==> src/rtl/synth_frame_sequencer.sv <==
// Frames the MCU byte stream (sync, payload, sum) for the synth config control unit.
// Forwards payload bytes and commits only complete, checksum-valid frames.
module synth_frame_sequencer #(
  parameter int              WIDTH       = 8,
  parameter int              FRAME_BYTES = 64,
  parameter logic [WIDTH-1:0] SYNC       = 8'hA5,
  parameter int              TIMEOUT     = 4096
) (
  input  logic             clk,
  input  logic             rst,
  input  logic [WIDTH-1:0] rx_byte,
  input  logic             rx_valid,
  input  logic             rx_cs_n,
  output logic [WIDTH-1:0] cu_sig_in,
  output logic             cu_enable,
  output logic             cu_frame_start,
  output logic             commit,
  output logic             busy,
  output logic [15:0]      frame_ok_cnt,
  output logic [15:0]      frame_err_cnt,
  output logic [2:0]       last_err
);
  localparam int CW = $clog2(FRAME_BYTES + 1);
  localparam int TW = $clog2(TIMEOUT + 1);

  typedef enum logic [1:0] {
    S_IDLE, S_PAYLOAD, S_CHECK, S_DRAIN
  } state_e;

  state_e           state_q, state_d;
  logic [WIDTH-1:0] sum_q, sum_d;
  logic [CW-1:0]    cnt_q, cnt_d;
  logic [TW-1:0]    tmr_q, tmr_d;
  logic [WIDTH-1:0] data_q, data_d;
  logic             en_q, en_d;
  logic             fs_q, fs_d;
  logic             commit_q, commit_d;
  logic             busy_q, busy_d;
  logic [15:0]      ok_cnt_q, ok_cnt_d;
  logic [15:0]      err_cnt_q, err_cnt_d;
  logic [2:0]       lerr_q, lerr_d;
  logic             acc, tmo, ok_ev, err_ev;

  assign acc = rx_valid & ~rx_cs_n;
  assign tmo = (tmr_q == TW'(TIMEOUT - 1));

  always_comb begin
    state_d  = state_q;
    sum_d    = sum_q;
    cnt_d    = cnt_q;
    tmr_d    = tmr_q;
    data_d   = data_q;
    lerr_d   = lerr_q;
    en_d     = 1'b0;
    fs_d     = 1'b0;
    commit_d = 1'b0;
    ok_ev    = 1'b0;
    err_ev   = 1'b0;
    unique case (state_q)
      S_IDLE: begin
        tmr_d = '0;
        if (acc) begin
          if (rx_byte == SYNC) begin
            state_d = S_PAYLOAD;
            fs_d    = 1'b1;
            sum_d   = '0;
            cnt_d   = '0;
          end else begin
            state_d = S_DRAIN;
            lerr_d  = 3'd1;
            err_ev  = 1'b1;
          end
        end
      end
      S_PAYLOAD: begin
        // chip-select release beats a coincident byte and the timer
        if (rx_cs_n) begin
          state_d = S_IDLE;
          lerr_d  = 3'd4;
          err_ev  = 1'b1;
        end else if (rx_valid) begin
          data_d = rx_byte;
          en_d   = 1'b1;
          sum_d  = sum_q + rx_byte;
          cnt_d  = cnt_q + CW'(1);
          tmr_d  = '0;
          if (cnt_q == CW'(FRAME_BYTES - 1)) state_d = S_CHECK;
        end else if (tmo) begin
          state_d = S_DRAIN;
          lerr_d  = 3'd3;
          err_ev  = 1'b1;
        end else begin
          tmr_d = tmr_q + TW'(1);
        end
      end
      S_CHECK: begin
        if (rx_cs_n) begin
          state_d = S_IDLE;
          lerr_d  = 3'd4;
          err_ev  = 1'b1;
        end else if (rx_valid) begin
          tmr_d   = '0;
          state_d = S_DRAIN;
          if (rx_byte == sum_q) begin
            commit_d = 1'b1;
            ok_ev    = 1'b1;
            lerr_d   = 3'd0;
          end else begin
            lerr_d = 3'd2;
            err_ev = 1'b1;
          end
        end else if (tmo) begin
          state_d = S_DRAIN;
          lerr_d  = 3'd3;
          err_ev  = 1'b1;
        end else begin
          tmr_d = tmr_q + TW'(1);
        end
      end
      S_DRAIN: begin
        if (rx_cs_n) state_d = S_IDLE;
      end
      default: state_d = S_IDLE;
    endcase
    busy_d    = (state_d == S_PAYLOAD) || (state_d == S_CHECK);
    ok_cnt_d  = (ok_ev && ok_cnt_q != 16'hFFFF) ? ok_cnt_q + 16'd1 : ok_cnt_q;
    err_cnt_d = (err_ev && err_cnt_q != 16'hFFFF) ? err_cnt_q + 16'd1 : err_cnt_q;
  end

  always_ff @(posedge clk or posedge rst) begin
    if (rst) begin
      state_q   <= S_IDLE;
      sum_q     <= '0;
      cnt_q     <= '0;
      tmr_q     <= '0;
      data_q    <= '0;
      en_q      <= 1'b0;
      fs_q      <= 1'b0;
      commit_q  <= 1'b0;
      busy_q    <= 1'b0;
      ok_cnt_q  <= '0;
      err_cnt_q <= '0;
      lerr_q    <= '0;
    end else begin
      state_q   <= state_d;
      sum_q     <= sum_d;
      cnt_q     <= cnt_d;
      tmr_q     <= tmr_d;
      data_q    <= data_d;
      en_q      <= en_d;
      fs_q      <= fs_d;
      commit_q  <= commit_d;
      busy_q    <= busy_d;
      ok_cnt_q  <= ok_cnt_d;
      err_cnt_q <= err_cnt_d;
      lerr_q    <= lerr_d;
    end
  end

  assign cu_sig_in      = data_q;
  assign cu_enable      = en_q;
  assign cu_frame_start = fs_q;
  assign commit         = commit_q;
  assign busy           = busy_q;
  assign frame_ok_cnt   = ok_cnt_q;
  assign frame_err_cnt  = err_cnt_q;
  assign last_err       = lerr_q;
endmodule

==> config.mk <==
export PLATFORM = sky130hd
export DESIGN_NAME = synth_frame_sequencer
export DESIGN_NICKNAME = d
export VERILOG_FILES = /design/src/rtl/synth_frame_sequencer.sv
export SDC_FILE = /design/constraint.sdc
export NUM_CORES = 1
export LEC_CHECK = 0
export BUFFER_PORTS_ARGS = -buffer_cell sky130_fd_sc_hd__buf_2
export CORE_MARGIN = 1
export CORE_UTILIZATION = 40
export DETAILED_ROUTE_END_ITERATION = 16
export HOLD_SLACK_MARGIN = 0.02
export SYNTH_ARGS = -nofsm -noshare
export SYNTH_HDL_FRONTEND = slang
export SYNTH_SLANG_ARGS = --single-unit
==> constraint.sdc <==
create_clock -name clk -period 3.34 [get_ports clk]
set_clock_uncertainty 0.1 [all_clocks]
set_input_delay 0.668 -clock clk [delete_from_list [all_inputs] [get_ports clk]]
set_output_delay 0.668 -clock clk [all_outputs]
set_load 0.1 [all_outputs]
==> flow_metrics.tcl, run 1 <==
set metrics [dict create \
    synth_area_leaders "dfrtp_1 48%, xnor2_1 7.0%, ha_1 5.0%" \
    powerDensity_mw_per_mm2 823 \
    relSlewSlack_pct 49.3 \
    ctsHoldBuffers 0 \
    ir_drop_mv 1.12 \
    worst_pin_slew_ns 0.751 \
    drive_above_1_share_pct 21.5 \
    drt-pass1-iter-count 4 \
    hp-class "input port to async pin" \
    synth_top_family_by_area "simple AND/OR/NAND/NOR gates" \
    drtIter0Drc 149 \
    cp_max_fo 13 \
    fmax_ghz 0.373 \
    ant_nets 0 \
    cts_tree "built" \
    dpl.hpwl_mm 6.07 \
    syn_nets 422 \
    cap_violations 0 \
    worstPathRequired_ns 3.50 \
    rr_startpoint "state_q[1]" \
    r2r_cells 7 \
    pre_cts_slack_ns 0.435 \
    hold_viol_final 0 \
    synth_area_mm2 0.00401 \
    core_area_mm2 0.00973 \
    ctsHtreeMaxLevel 3 \
    synth_top_area_share_pct 48.1 \
    gr-total-overflow 0 \
    synth_common_cells "77 x dfrtp_1, 37 x nand2_1, 32 x xnor2_1, 31 x o21ai_0, 25 x nand3_1" \
    antenna_found_initial 0 \
    diodes 0 \
    vias 3152 \
    grt_max_degree 78 \
    synth-seq-area-share_pct 48.1 \
    crit_path_start_kind "flip-flop" \
    vias_per_cell 5.32 \
    final-max-slew-violation-count 0 \
    cts-resized-gates 0 \
    cts_buffers 9 \
    start_util_pct 41.2 \
    fill_cells 949 \
    track_usage_pct 17.1 \
    synth_xor_area_share_pct 8.53 \
    hold_ws_ns 0.310 \
    numClockSinks 77 \
    setup_tns_ns 0 \
    clk_latency_ns 0.34 \
    avgSynthCellArea_um2 10.2 \
    synth_mux_area_share_pct 3.34 \
    rows 36 \
    rsz0062_at_grt "false" \
    dieArea_mm2 0.0104 \
    status "finished clean" \
    p_total_mw 3.85 \
    r2r_slack_ns 0.66 \
    drc 0 \
    path_clk_slew_ns 0.08 \
    path_class "flip-flop to flip-flop" \
    areaGrowthSynthToFinish_pct 16.8 \
    final-setup-viol-count 0 \
    drt_wl_total_mm 8.42 \
    post_cts_buffers 0 \
    io_buffers 58 \
    synthSimpleGateAreaFrac_pct 19.3 \
    post-route-util_pct 48.1 \
    gp_congestion 0.785 \
    post-route-period-util_pct 80.3 \
    wl_per_cell_um 14.2 \
    synthAdderAreaFrac_pct 5.50 \
    synthCells 393 \
    synth-edff-count 0 \
    async_flop_share_pct 100 \
    grt_pass1_wl_mm 14.0 \
    io_pins 59 \
    end_kind "flip-flop" \
    crit_arrival_ns 2.84 \
    clockRootBuffer "clkbuf_8" \
    r2r_end "tmr_q[7]" \
    first_global_vias 2972 \
    yosysTopAreaCell "dfrtp_1" \
    synth_most_common_cell "dfrtp_1" \
    synth_compound_area_share_pct 13.2 \
    num-nets-final 484 \
    die_x_um 102 \
    yosys_warnings 0 \
    yosysUniqueCellTypes 49 \
    synth_seq_cells 77 \
    ys.flop_type "dfrtp_1" \
    power.leakage_nw 2.19 \
    die_h_um 102 \
    cts.path.max_buffers 2 \
    setup_slack_ns 0.659 \
    period_needed_ns 2.68 \
]
-- state kept, by name, summed over array words and instances, names as in the netlist --
name / cells
cu_sig_in: 8
cnt_q: 7
busy: 1
cu_enable: 1
sum_q: 8
cu_frame_start: 1
commit: 1
frame_err_cnt: 16
state_q: 2
last_err: 3
frame_ok_cnt: 16
tmr_q: 13
-- worst max path at each step --
stage,from,to,depth (start not counted)
6_report,state_q[1],tmr_q[7],7
5_1_grt,state_q[1],tmr_q[7],7
4_1_cts,tmr_q[0],frame_err_cnt[6],7
3_5_place_dp,rx_byte[4],frame_err_cnt[1],8
3_3_place_gp,rx_byte[4],frame_err_cnt[1],8
2_1_floorplan,rst,busy,1
-- power by group --
group | internal (mW) | leakage [nW] | total [mW] | switching, mW
Sequential | 1.11 | 1.03 | 1.27 | 0.154
Clock | 0.386 | 0.102 | 0.735 | 0.349
Combinational | 0.483 | 1.06 | 1.85 | 1.37
-- metal layers --
| metal | share of wire [%] | vias to the layer above | wire (um) | global-route usage [%] |
|---|---|---|---|---|
| met5 | 0 | - | 0 | 0 |
| met4 | 1.2 | 0 | 105 | 6.59 |
| met3 | 3.4 | 9 | 285 | 2.80 |
| met2 | 47 | 64 | 3970 | 27.6 |
| met1 | 48 | 1537 | 4060 | 23.2 |
| li1 | - | 1542 | - | - |
-- layout by cell type (no fill, tap or decap), drive strengths merged, types with 8 or more instances in the layout --
cell type and instances:
nand2 38, mux2 11, clkbuf 11, buf 64
o21ai 32, and3 12, xnor2 32, dfrtp 77
nand3 25, ha 16, inv 8, a21oi 13
nand4 15, nor2 21
-- layout make-up --
cell class / instances / area [um^2] / share of cell area (%)
multi-input cells: 295 / 2000 / 42.7
flip-flops and latches: 77 / 1930 / 41.2
repair buffers: 64 / 348 / 7.44
well taps: 133 / 166 / 3.56
clock buffers: 11 / 151 / 3.24
clock inverters: 5 / 58.8 / 1.26
inverters: 8 / 30.0 / 0.642
-- critical path, cell delays in order (launching register included) --
cell,delay [ns]
dfrtp_1,0.48
inv_1,0.11
ha_1,0.41
nand2b_1,0.45
o21ai_1,0.27
nor2_1,0.46
nand4_1,0.14
o21ai_0,0.19
-- logic make-up after synthesis --
logic type,count (synthesis)
compound gates,78
xor+xnor,39
fa+ha+maj,17
buf+inv,21
flops,77
mux,12
simple gates,149
-- stage by stage --
stage               instance area, um^2  cells
finish                             4680    593
detailed placement                 4470    577
floorplan                          4010    393
global route                       4680    593
global placement                   4470    577
CTS                                4680    593
(Power assumes the default switching activity.)
==> run 2: changes to the inputs <==
clock period = 2.5 ns   (was 3.34 ns; I/O delays follow)
==> run 2 against run 1 <==
Combinational power up 44%. Die area stayed put. Routed wire length up 3.7%. Hold slack worse by 0.21 ns. Worst setup slack got worse by 0.59 ns. Final cell count grew 6.2%. Non-clock buffer count increased by 37. Clock-buffer cell count fell by 1. Sequential share of layout area is 2.8 points lower. Global-route usage increased by 0.80 points. Critical path type unchanged.
==> flow_metrics.tcl, run 2 (synthesis gave the netlist of run 1 again) <==
set metrics [dict create \
    status "finished clean" \
    relSlewSlack_pct 57.6 \
    grt_pass1_wl_mm 14.6 \
    areaGrowthSynthToFinish_pct 25.5 \
    core_area_mm2 0.00973 \
    cpPeakStageDelay_ns 0.58 \
    ctsHoldBuffers 0 \
    final_common_cell "dfrtp_1" \
    cts_tree "built" \
    cts_buffers 9 \
    period_needed_ns 2.43 \
    p_int_mw 2.78 \
    crit_path_start_kind "flip-flop" \
    cp_max_fo 5 \
    critPathSlowestCell "or4b_4" \
    drtIter0Drc 142 \
    io_buffers 58 \
    power.leakage_nw 2.37 \
    die_h_um 102 \
    antenna_found_initial 0 \
    post-route-period-util_pct 97.2 \
    drt-pass1-iter-count 4 \
    final-setup-viol-count 0 \
    final-max-slew-violation-count 0 \
    most-common-layout-cells "75 x dfrtp_1, 58 x buf_2, 40 x buf_4, 37 x nand2_1, 32 x xnor2_1" \
    end_kind "flip-flop" \
    cts.path.max_buffers 2 \
    rows 36 \
    hold_ws_ns 0.0963 \
    start_util_pct 41.2 \
    dp.cells 610 \
    first_global_vias 3140 \
    ant_nets 0 \
    drive_above_1_share_pct 29.4 \
    r2r_cells 9 \
    dpl.hpwl_mm 6.38 \
    rsz0062_at_grt "true" \
    clockRootBuffer "clkbuf_8" \
    r2r_slack_ns 0.07 \
    path_class "flip-flop to flip-flop" \
    track_usage_pct 17.9 \
    num-nets-final 521 \
    cp_common_cell "buf_4" \
    netSwitchingPower_mw 2.57 \
    swShare_pct 48.1 \
    gp_congestion 0.809 \
    numClockSinks 77 \
    cap_violations 0 \
    fill_cells 906 \
    die_x_um 102 \
    vias_per_cell 5.19 \
    r2r_end "last_err[2]" \
    worst_pin_slew_ns 0.630 \
    crit_start "tmr_q[0]" \
    drc 0 \
    crit_cells 9 \
    vias 3270 \
    drt_wl_total_mm 8.73 \
    gr-total-overflow 0 \
    ir_drop_mv 1.17 \
    layout.cells.non_filler 630 \
    clk_latency_ns 0.35 \
    powerDensity_mw_per_mm2 1060 \
    grt_max_degree 37 \
    clockPowerShare_pct 18.3 \
    hp-class "input port to async pin" \
    pwr-share-comb_pct 49.7 \
    crit_chain "ha_2 -> nand4_1 -> or4b_4 -> buf_6 -> buf_4 -> buf_4 -> a31oi_4 -> nor3b_1 -> mux2_4" \
    path_clk_slew_ns 0.09 \
    path_buf_inv 3 \
    hold_viol_final 0 \
    crit_arrival_ns 2.56 \
    diodes 0 \
    post-route-util_pct 51.7 \
    wl_per_cell_um 13.9 \
    fmax_ghz 0.411 \
    power_frac_seq_pct 31.9 \
    crit_end "last_err[2]" \
    dieArea_mm2 0.0104 \
    rr_startpoint "tmr_q[0]" \
    ctsHtreeMaxLevel 3 \
    io_pins 59 \
    cp_top_family "simple AND/OR/NAND/NOR gates" \
    worstPathRequired_ns 2.63 \
]
## run 2: changes by cell type in the layout (fill, tap and decap cells not counted), sizes merged
cell / delta
buf: +37
clkbuf: -1
clkinvlp: +1
## run 2: how the worst min path moves through the flow
stage                startpoint                to  slack (ns)  depth (start not counted)
2_1_floorplan         tmr_q[11]         tmr_q[11]        0.34                          1
3_3_place_gp   frame_err_cnt[6]  frame_err_cnt[6]        0.36                          1
3_5_place_dp          tmr_q[11]         tmr_q[11]        0.37                          1
4_1_cts                     rst  frame_err_cnt[5]        0.11                          2
5_1_grt                     rst  frame_err_cnt[5]        0.14                          2
6_report                    rst  frame_err_cnt[5]         0.1                          2
## run 2: metrics by stage
stage / setup TNS, ns / setup WS [ns] / power (mW) / area (um^2)
after detailed placement: -0.290 / -0.0870 / 4.35 / 4720
after floorplan: -0.157 / -0.157 / 3.73 / 4010
final: 0 / 0.0693 / 5.35 / 5030
after global placement: 0 / 0.00465 / 4.31 / 4720
after CTS: 0 / 0.0616 / 5.35 / 4930
after global routing: -0.123 / -0.0788 / 5.69 / 5030
## run 2: power groups by stage
stage / combinational [mW] / sequential, mW / clock, mW
3_3_place_gp: 2.60 / 1.71 / 0
6_report: 2.66 / 1.71 / 0.980
3_5_place_dp: 2.63 / 1.72 / 0
5_1_grt: 2.86 / 1.75 / 1.08
2_1_floorplan: 0.995 / 2.73 / 0
4_1_cts: 2.64 / 1.70 / 1.01
## run 2: worst register-to-register path: stages, from the launching register on
cell	delay, ns
dfrtp_1	0.42
ha_2	0.21
nand4_1	0.10
or4b_4	0.58
buf_6	0.16
buf_4	0.13
buf_4	0.14
a31oi_4	0.14
nor3b_1	0.06
mux2_4	0.26
## run 2: layout make-up
class / instances / area [um^2] / share of cell area, %
repair buffers: 101 / 633 / 12.6
flip-flops and latches: 77 / 1930 / 38.4
clock buffers: 10 / 138 / 2.74
inverters: 8 / 33.8 / 0.672
clock inverters: 6 / 71.3 / 1.42
well taps: 133 / 166 / 3.31
multi-input cells: 295 / 2050 / 40.9
## run 2: what timing repair did
action	in CTS	in global routing
endpoints found under the setup margin	0	11
setup buffers	0	4
gates resized for setup	0	14
## run 2: per-layer routing
layer | global-route usage (%) | share of wire, %
met1 | 24.5 | 48
met3 | 3.76 | 4.2
met4 | 7.25 | 1.8
met5 | 0 | 0
met2 | 27.8 | 46
